**config.mk**
```make
export PLATFORM = sky130hd
export DESIGN_NAME = ddr_rd_sched
export DESIGN_NICKNAME = d
export VERILOG_FILES = /design/src/rtl/ddr_pkt_pkg.sv /design/src/rtl/desc_fifo.sv /design/src/rtl/ddr_rd_sched.sv
export SDC_FILE = /design/constraint.sdc
export NUM_CORES = 1
export LEC_CHECK = 0
export CAP_MARGIN = 20
export CORE_AREA = 2 2 468 470
export CTS_CLUSTER_DIAMETER = 40
export DETAILED_ROUTE_END_ITERATION = 10
export DIE_AREA = 0 0 470 472
export GPL_ROUTABILITY_DRIVEN = 0
export MAX_ROUTING_LAYER = met4
export PLACE_DENSITY = 0.54
export SYNTH_ARGS = -nofsm -noshare
export SYNTH_HDL_FRONTEND = slang
export SYNTH_HIERARCHICAL = 1
export SYNTH_SLANG_ARGS = --single-unit
```
**constraint.sdc**
```tcl
create_clock -name clk -period 19.3 [get_ports clk]
set_input_delay 4.825 -clock clk [delete_from_list [all_inputs] [get_ports clk]]
set_output_delay 4.825 -clock clk [all_outputs]
set_load 0.01 [all_outputs]
```
**src/rtl/ddr_pkt_pkg.sv**
```systemverilog
// ddr_pkt_pkg: shared types and constants for the DDR packet read scheduler.
//   BEAT_BYTES     : default bytes per AXI data beat (512-bit bus)
//   AXI_BURST_INCR : AXI AxBURST encoding for incrementing bursts
//   DESC_ADDR_W    : address field width of a queued descriptor (wide enough
//                    for any supported ADDR_WIDTH; unused upper bits are zero)
//   state_t        : scheduler FSM states
//   desc_t         : packet descriptor {addr, len}
package ddr_pkt_pkg;

    localparam int         BEAT_BYTES     = 64;
    localparam logic [1:0] AXI_BURST_INCR = 2'b01;
    localparam int         DESC_ADDR_W    = 64;

    typedef enum logic [1:0] {
        IDLE,
        ADDR,
        DATA
    } state_t;

    typedef struct packed {
        logic [DESC_ADDR_W-1:0] addr;
        logic [15:0]            len;
    } desc_t;

endpackage

```
**src/rtl/desc_fifo.sv**
```systemverilog
// desc_fifo: synchronous show-ahead FIFO of packet descriptors.
//   clk, rst   : clock, synchronous active-high reset
//   push       : write request, ignored while full
//   push_data  : descriptor to write
//   full       : no free entry
//   pop        : read request, ignored while empty
//   head       : oldest entry (valid while count != 0)
//   count      : number of stored entries, 0..DEPTH
module desc_fifo
    import ddr_pkt_pkg::*;
#(
    parameter int DEPTH = 16   // power of 2, >= 2
) (
    input  logic                     clk,
    input  logic                     rst,
    input  logic                     push,
    input  desc_t                    push_data,
    output logic                     full,
    input  logic                     pop,
    output desc_t                    head,
    output logic [$clog2(DEPTH):0]   count
);

    localparam int PW = $clog2(DEPTH);

    desc_t           mem [DEPTH];
    logic [PW-1:0]   wr_ptr;
    logic [PW-1:0]   rd_ptr;
    logic            do_push;
    logic            do_pop;

    assign full    = (count == (PW + 1)'(DEPTH));
    assign do_push = push && !full;
    assign do_pop  = pop && (count != '0);
    assign head    = mem[rd_ptr];

    // NOTE: the storage array is deliberately not reset; validity is carried
    // by the pointers and count, and a reset on the array would block RAM mapping.
    always_ff @(posedge clk) begin
        if (do_push) begin
            mem[wr_ptr] <= push_data;
        end
    end

    // NOTE: sequential state uses non-blocking assignments so every register
    // samples the pre-edge values regardless of statement order.
    always_ff @(posedge clk) begin
        if (rst) begin
            wr_ptr <= '0;
            rd_ptr <= '0;
            count  <= '0;
        end else begin
            if (do_push) wr_ptr <= wr_ptr + 1'b1;
            if (do_pop)  rd_ptr <= rd_ptr + 1'b1;
            case ({do_push, do_pop})
                2'b10:   count <= count + 1'b1;
                2'b01:   count <= count - 1'b1;
                default: count <= count;
            endcase
        end
    end

endmodule

```
**src/rtl/ddr_rd_sched.sv**
```systemverilog
// ddr_rd_sched: turns queued packet descriptors into AXI4 read bursts and
// forwards the returned data as an AXI-Stream packet.
//   clk, rst          : clock, synchronous active-high reset
//   rd_en             : level enable for starting new packets
//   desc_*            : descriptor input (valid/ready, byte address, byte length)
//   m_axi_ar*         : read address channel (one burst outstanding at most)
//   m_axi_r*          : read data channel, passed straight through in DATA
//   m_axis_t*         : packet stream; tlast/tkeep mark the packet tail
//   desc_cnt          : descriptors waiting in the queue
//   pkt_cnt           : packets fully emitted (wraps)
module ddr_rd_sched
    import ddr_pkt_pkg::*;
#(
    parameter int ADDR_WIDTH = 16,
    parameter int DATA_WIDTH = BEAT_BYTES * 8,
    parameter int DESC_DEPTH = 16,
    parameter int MAX_BURST  = 16
) (
    input  logic                           clk,
    input  logic                           rst,
    input  logic                           rd_en,
    input  logic                           desc_valid,
    output logic                           desc_ready,
    input  logic [ADDR_WIDTH-1:0]          desc_addr,
    input  logic [15:0]                    desc_len,
    output logic [ADDR_WIDTH-1:0]          m_axi_araddr,
    output logic [7:0]                     m_axi_arlen,
    output logic [2:0]                     m_axi_arsize,
    output logic [1:0]                     m_axi_arburst,
    output logic                           m_axi_arvalid,
    input  logic                           m_axi_arready,
    input  logic [DATA_WIDTH-1:0]          m_axi_rdata,
    input  logic                           m_axi_rlast,
    input  logic                           m_axi_rvalid,
    output logic                           m_axi_rready,
    output logic [DATA_WIDTH-1:0]          m_axis_tdata,
    output logic                           m_axis_tvalid,
    input  logic                           m_axis_tready,
    output logic                           m_axis_tlast,
    output logic [DATA_WIDTH/8-1:0]        m_axis_tkeep,
    output logic [$clog2(DESC_DEPTH):0]    desc_cnt,
    output logic [31:0]                    pkt_cnt
);

    localparam int BYTES  = DATA_WIDTH / 8;
    localparam int LOG2B  = $clog2(BYTES);
    localparam int TAIL_W = (LOG2B > 0) ? LOG2B : 1;

    state_t                  state_q, state_d;
    logic [ADDR_WIDTH-1:0]   addr_q;     // beat-aligned address of the next burst
    logic [16:0]             beats_q;    // beats of the packet not yet requested
    logic [TAIL_W-1:0]       tail_q;     // len mod BYTES, sizes the final tkeep
    desc_t                   desc_in;
    desc_t                   head;
    logic                    fifo_full;
    logic                    pop;
    logic                    load;
    logic                    advance;
    logic                    pkt_done;
    logic                    in_data;
    logic                    beat_hs;
    logic                    last_burst;
    logic [11:0]             page_off;
    logic [16:0]             to_page;
    logic [16:0]             burst;
    logic                    unused_addr_hi;

    assign desc_in        = '{addr: DESC_ADDR_W'(desc_addr), len: desc_len};
    assign unused_addr_hi = ^head.addr[DESC_ADDR_W-1:ADDR_WIDTH];

    desc_fifo #(.DEPTH(DESC_DEPTH)) u_desc_fifo (
        .clk       (clk),
        .rst       (rst),
        .push      (desc_valid && desc_ready),
        .push_data (desc_in),
        .full      (fifo_full),
        .pop       (pop),
        .head      (head),
        .count     (desc_cnt)
    );

    assign desc_ready = !rst && !fifo_full;

    // Burst size: the smallest of what is left, the burst cap, and the beats
    // that fit before the next 4 KB page. addr_q and beats_q only change on
    // load/advance, so araddr/arlen hold steady while arvalid waits.
    assign page_off = 12'(addr_q);
    assign to_page  = 17'((13'd4096 - {1'b0, page_off}) >> LOG2B);

    always_comb begin
        burst = beats_q;
        if (burst > 17'(MAX_BURST)) burst = 17'(MAX_BURST);
        if (burst > to_page)        burst = to_page;
    end

    assign last_burst = (beats_q == burst);

    // Outputs are gated by rst so they read inactive for the whole reset,
    // including the first cycle before the state register has been cleared.
    assign in_data       = (state_q == DATA) && !rst;
    assign m_axi_araddr  = addr_q;
    assign m_axi_arlen   = 8'(burst - 17'd1);
    assign m_axi_arsize  = 3'(LOG2B);
    assign m_axi_arburst = AXI_BURST_INCR;
    assign m_axi_arvalid = (state_q == ADDR) && !rst;
    assign m_axi_rready  = in_data && m_axis_tready;
    assign m_axis_tvalid = in_data && m_axi_rvalid;
    assign m_axis_tdata  = m_axi_rdata;
    assign m_axis_tlast  = m_axis_tvalid && m_axi_rlast && last_burst;
    assign beat_hs       = m_axis_tvalid && m_axis_tready;

    always_comb begin
        m_axis_tkeep = '1;
        if (m_axis_tlast && (tail_q != '0)) begin
            m_axis_tkeep = {BYTES{1'b1}} >> (BYTES - int'(tail_q));
        end
    end

    // NOTE: every signal driven here gets a default before the case, so no
    // path leaves one unassigned and no latch is inferred.
    always_comb begin
        state_d  = state_q;
        pop      = 1'b0;
        load     = 1'b0;
        advance  = 1'b0;
        pkt_done = 1'b0;
        unique case (state_q)
            IDLE: begin
                if (rd_en && (desc_cnt != '0)) begin
                    pop = 1'b1;
                    // Zero-length descriptors are consumed without any traffic.
                    if (head.len != 16'd0) begin
                        load    = 1'b1;
                        state_d = ADDR;
                    end
                end
            end
            ADDR: begin
                if (m_axi_arready) state_d = DATA;
            end
            DATA: begin
                if (beat_hs && m_axi_rlast) begin
                    if (last_burst) begin
                        pkt_done = 1'b1;
                        state_d  = IDLE;
                    end else begin
                        advance = 1'b1;
                        state_d = ADDR;
                    end
                end
            end
            default: state_d = IDLE;
        endcase
    end

    always_ff @(posedge clk) begin
        if (rst) state_q <= IDLE;
        else     state_q <= state_d;
    end

    always_ff @(posedge clk) begin
        if (rst) begin
            addr_q  <= '0;
            beats_q <= '0;
            tail_q  <= '0;
            pkt_cnt <= '0;
        end else begin
            if (load) begin
                addr_q  <= ADDR_WIDTH'(head.addr) & ~ADDR_WIDTH'(BYTES - 1);
                beats_q <= ({1'b0, head.len} + 17'(BYTES - 1)) >> LOG2B;
                tail_q  <= TAIL_W'(head.len & 16'(BYTES - 1));
            end else if (advance) begin
                addr_q  <= addr_q + (ADDR_WIDTH'(burst) << LOG2B);
                beats_q <= beats_q - burst;
            end
            if (pkt_done) pkt_cnt <= pkt_cnt + 32'd1;
        end
    end

endmodule

```
==> impl_metrics.ini, run 1 <==
[run_status]
outcome = finished, final reports clean

[min_path]
hp-class = register to register
hp-start = beats_q[15]
whs_path_depth = 2
min_to = beats_q[15]

[critical_path]
cp_data_arrival_time_ns = 9.06
slowest_stage = nor3_2
crit_type = primary input to output pin
cp.required_ns = 14.48
critPathCaptureType = output pin
worstPathMaxFanout = 24
crit_top_cell = clkdlybuf4s50_1
crit_path_cell_trace = clkdlybuf4s50_1 > and4bb_2 > nand2_1 > nor3_2 > and2_1 > inv_1 > a21oi_1 > o21ai_0 > clkdlybuf4s50_1
critPathLaunchType = primary input
reg2regPathDepth = 17
ff2ff_setup_slack_ns = 13.37
critical_path.max_stage_delay_ns = 0.86
r2r_end = pkt_cnt[30]
r2r_start = beats_q[11]

[cts]
cts_made_buffers = 58
cts-resized-gates = 0
cts_max_level = 2
ctsRootBufferMaster = clkbuf_16
cts.clk_slew.worst_paths_ns = 0.06
clock_tree.buffer_depth = 3
clock_latency_ns = 0.65
cts_tree = done
cts_sinks = 500
cts_setup_buffers = 0
postCtsHoldBufs = 0

[floorplan]
io_pins = 1199
rows = 171
fp.dieW_um = 470
start_util = 0.119
die-area_sq_um = 222000
core_sq_um = 217000
die_h_um = 472

[detailed_routing]
via_count = 14688
drc = 0
vias_per_cell = 3.25
ant_nets = 0
routed_wl_um = 213000
drt_iter0_drc = 1064
first_pass_iters = 5
wl_per_cell_um = 47.2

[power_and_ir_drop]
switching_share = 0.287
p_leak_uw = 0.00863
vdd_drop_max_mv = 0.0828
report.power.total_uw = 2880
power.share.clock = 0.396
seq_power_share = 0.417
power.density_nw_per_um2 = 98.8
combPwrFrac = 0.187
intPower_uw = 2050
p_sw_uw = 826

[timing]
fin_skew_ns = 0.0512
tightest_slew_ns = 1.08
relSlewSlack = 0.278
fmax_ghz = 0.0720
tns_ns = 0
fin_crit_sh = 0.720
rsz0062_at_grt = no
hold_violations = 0
drv_slew = 0
finalSetupViolations = 0
fin_crit_ns = 13.89

[grt]
overflow = 0
grtUsageTotal = 0.191
antenna_found_initial = 16
grt_pass1_vias = 14166
grt_first_pass_wirelength_um = 246000
grt_max_degree = 61

[placed_design]
hpwl_um = 188000
port_buffers = 156

[synth]
netlist_area_sq_um = 25900
syn_avg_cell_area_sq_um = 13.3
synthCells = 1950
yosys_warnings = 6

[finish]
final_common_cell = edfxtp_1
final_nets = 2213
syn2layout_area_growth_pct = 12.7
post_route_cells_drive_above_1_share = 0.180
final_cell_mix = 416 x edfxtp_1, 155 x clkdlybuf4s50_1, 130 x mux4_2

[job]
maxCapViolCount = 0
-- state kept, by name, summed over array words and instances (netlist names), named ones only --
register / count
pkt_cnt: 32
m_axi_araddr: 10
u_desc_fifo/count: 5
u_desc_fifo/rd_ptr: 4
beats_q: 17
u_desc_fifo/wr_ptr: 4
tail_q: 6
u_desc_fifo/mem: 416
state_q: 2
-- worst max path at each step --
| stage | slack (ns) | depth (start not counted) | from | endpoint |
|---|---|---|---|---|
| floorplan | 8.17 | 8 | rst | m_axis_tkeep[1] |
| global placement | 5.52 | 9 | m_axi_rvalid | m_axis_tkeep[19] |
| detailed placement | 5.49 | 9 | m_axi_rvalid | m_axis_tkeep[19] |
| CTS | 5.49 | 9 | m_axi_rvalid | m_axis_tkeep[19] |
| global route | 5.18 | 9 | m_axi_rvalid | m_axis_tkeep[19] |
| finish | 5.41 | 9 | m_axi_rvalid | m_axis_tkeep[19] |
-- final cells by class --
class                      count  area [sq um]
inverter                      38           143
multi-input combinational    829          7410
timing repair buffer         186          1780
sequential                   500         14200
clock inverter                38           515
antenna                        6          15.0
clock buffer                  69          1510
tap                         2854          3570
fill                       24154        187000
-- power groups by stage --
stage,combinational (uW),sequential (uW),clock [uW]
2_1_floorplan,431,1220,0
3_3_place_gp,543,1220,0
3_5_place_dp,542,1220,0
4_1_cts,545,1200,1170
5_1_grt,580,1200,1210
6_report,537,1200,1140
-- critical path, delay by kind of cell --
family                 cells  cell delay (ns)
AND/OR/NAND/NOR            4             2.18
AO/OA/AOI/OAI              2             0.70
buffers and inverters      3             1.35
-- per-layer routing --
| metal | share of wire | GRT usage |
|---|---|---|
| met5 | 0 | - |
| met4 | 0.014 | 0.0247 |
| met3 | 0.36 | 0.311 |
| met2 | 0.44 | 0.284 |
| met1 | 0.19 | 0.102 |
-- metrics by stage --
step	cells	setup slack (ns)	hold slack, ns	area (sq um)	util
CTS	4513	5.49	0.498	29100	0.134
finish	4520	5.41	0.493	29100	0.135
global route	4519	5.18	0.530	29100	0.135
global placement	4406	5.52	0.486	27100	0.125
detailed placement	4406	5.49	0.489	27100	0.125
floorplan	1973	8.17	0.449	25900	-
Note: power is estimated with default switching activity, not from simulation.
==> run 2: changes to the inputs <==
--- a/config.mk
+++ b/config.mk
@@ -6,10 +6,10 @@
 export NUM_CORES = 1
 export LEC_CHECK = 0
 export CAP_MARGIN = 20
-export CORE_AREA = 2 2 468 470
+export CORE_AREA = 2 2 471 473
 export CTS_CLUSTER_DIAMETER = 40
 export DETAILED_ROUTE_END_ITERATION = 10
-export DIE_AREA = 0 0 470 472
+export DIE_AREA = 0 0 473 475
 export GPL_ROUTABILITY_DRIVEN = 0
 export MAX_ROUTING_LAYER = met4
 export PLACE_DENSITY = 0.54
==> constraint.sdc (replaced) <==
create_clock -name clk -period 13.16 [get_ports clk]
set_input_delay 3.29 -clock clk [delete_from_list [all_inputs] [get_ports clk]]
set_output_delay 3.29 -clock clk [all_outputs]
set_load 0.01 [all_outputs]
==> impl_metrics.ini, run 2 (synthesis results as in run 1) <==
[power_and_ir_drop]
power.density_nw_per_um2 = 149
p_leak_uw = 0.00876
vdd_drop_max_mv = 0.0877

[cts]
postCtsHoldBufs = 0
cts_max_level = 3
cts_setup_buffers = 0
clock_tree.buffer_depth = 3
cts_sinks = 500
clock_latency_ns = 0.61
ctsRootBufferMaster = clkbuf_16
cts.clk_slew.worst_paths_ns = 0.05
cts_made_buffers = 68
cts_tree = done
cts-resized-gates = 0

[finish]
largest_register_ffs = 416
final_common_cell = edfxtp_1
final_cell_mix = 416 x edfxtp_1, 155 x clkdlybuf4s50_1, 130 x mux4_2
n_fill_cell = 24411
fin_util = 0.134
post_route_cells_drive_above_1_share = 0.188
regArea_sq_um = 14200
final_nets = 2227
syn2layout_area_growth_pct = 13.8
top_regs = u_desc_fifo/mem: 416 flops, pkt_cnt: 32 flops, beats_q: 17 flops
regMostFlops = u_desc_fifo/mem
multi_input_area_sq_um = 7430

[placed_design]
port_buffers = 156
hpwl_um = 193000

[grt]
grt_first_pass_wirelength_um = 251000
grt_max_degree = 57
overflow = 0
antenna_found_initial = 18
grtUsageTotal = 0.193
grt_pass1_vias = 14553

[critical_path]
worstPathMaxFanout = 24
cp.required_ns = 9.87
critPathTopFamily = simple AND/OR/NAND/NOR gates
critical_path.max_stage_delay_ns = 0.86
crit_path_cell_trace = nor4_1 > and4_1 > nand2_1 > inv_1 > ha_1 > a21oi_1 > a21boi_0 > o221ai_1 > mux2i_1 > inv_1 > ha_1 > nand4_1 > nor3_1 > nand2_1 > buf_4 > nor3_2 > buf_6 > and2_1 > inv_1 > nor2_1 > nand2_1 > clkdlybuf4s50_1
critPathCaptureType = output pin
crit_buf_inv = 6
crit_type = register to output pin
cp_data_arrival_time_ns = 8.07
critPathLaunchType = register
slowest_stage = and2_1

[floorplan]
core_sq_um = 219000
io_pins = 1199
fp.dieW_um = 473
die_h_um = 475
rows = 172
die-area_sq_um = 225000
start_util = 0.118

[detailed_routing]
ant_nets = 0
wl_per_cell_um = 48.1
drc = 0
vias_per_cell = 3.29
first_pass_iters = 5
routed_wl_um = 219000
drt_iter0_drc = 1147
via_count = 14973

[timing]
hold_violations = 0
finalSetupViolations = 0
fin_crit_sh = 0.863
rsz0062_at_grt = no
fin_skew_ns = 0.0263
fin_crit_ns = 11.36
tns_ns = 0
relSlewSlack = 0.270
tightest_slew_ns = 1.08
fmax_ghz = 0.0880
drv_slew = 0

[job]
maxCapViolCount = 0

[min_path]
hp-class = register to register

[run_status]
outcome = finished, final reports clean
## run 2: tightest hold or removal path: cells and delay by family, from the launching register on
kind	cells	cell delay [ns]
flops	1	0.32
compound gates	1	0.07
simple gates	1	0.06
## run 2: path summary, 6_finish.rpt
kind               start         endpoint  slack (ns)  depth (start not counted)
max          beats_q[11]  m_axis_tkeep[1]        1.80                         22
min reg2reg  beats_q[12]      beats_q[12]        0.50                          2
max reg2reg  beats_q[11]      pkt_cnt[26]        7.36                         17
min          beats_q[12]      beats_q[12]        0.50                          2
## run 2: per-stage QoR
stage	hold WS, ns	power [uW]	instances	instance area [sq um]	setup WS (ns)
2_1_floorplan	0.449	2420	1973	25900	5.10
3_3_place_gp	0.477	2600	4424	27100	1.82
3_5_place_dp	0.489	2600	4426	27100	1.91
4_1_cts	0.503	4430	4546	29400	1.19
5_1_grt	0.527	4540	4555	29400	1.24
6_report	0.502	4380	4556	29400	1.80
## run 2: where the power goes
group          internal, uW  leakage [uW]  switching (uW)
Sequential             1730       0.00443            23.7
Clock                  1090       0.00109             727
Combinational           308       0.00324             495
Total                  3130       0.00876            1250
## run 2: layout make-up
type | count | area share
antenna | 8 | 0.000681
tap | 2871 | 0.122
inverter | 38 | 0.00485
clock inverter | 43 | 0.0154
timing repair buffer | 190 | 0.0616
clock buffer | 77 | 0.0605
sequential | 500 | 0.482
multi-input combinational | 829 | 0.253
## run 2: routing by layer
layer	global-route usage	vias up	wire, um
met5	-	-	0
met4	0.0162	0	1500
met3	0.316	109	79900
met2	0.298	1765	99500
met1	0.0970	7208	38300
li1	-	5891	-
==> run 3: changes to the inputs <==
--- a/config.mk
+++ b/config.mk
@@ -17,3 +17,4 @@
 export SYNTH_HDL_FRONTEND = slang
 export SYNTH_HIERARCHICAL = 1
 export SYNTH_SLANG_ARGS = --single-unit
+export TNS_END_PERCENT = 10
==> results of run 3 <==
Final layout, timing and power as in run 2 (identical DEF).
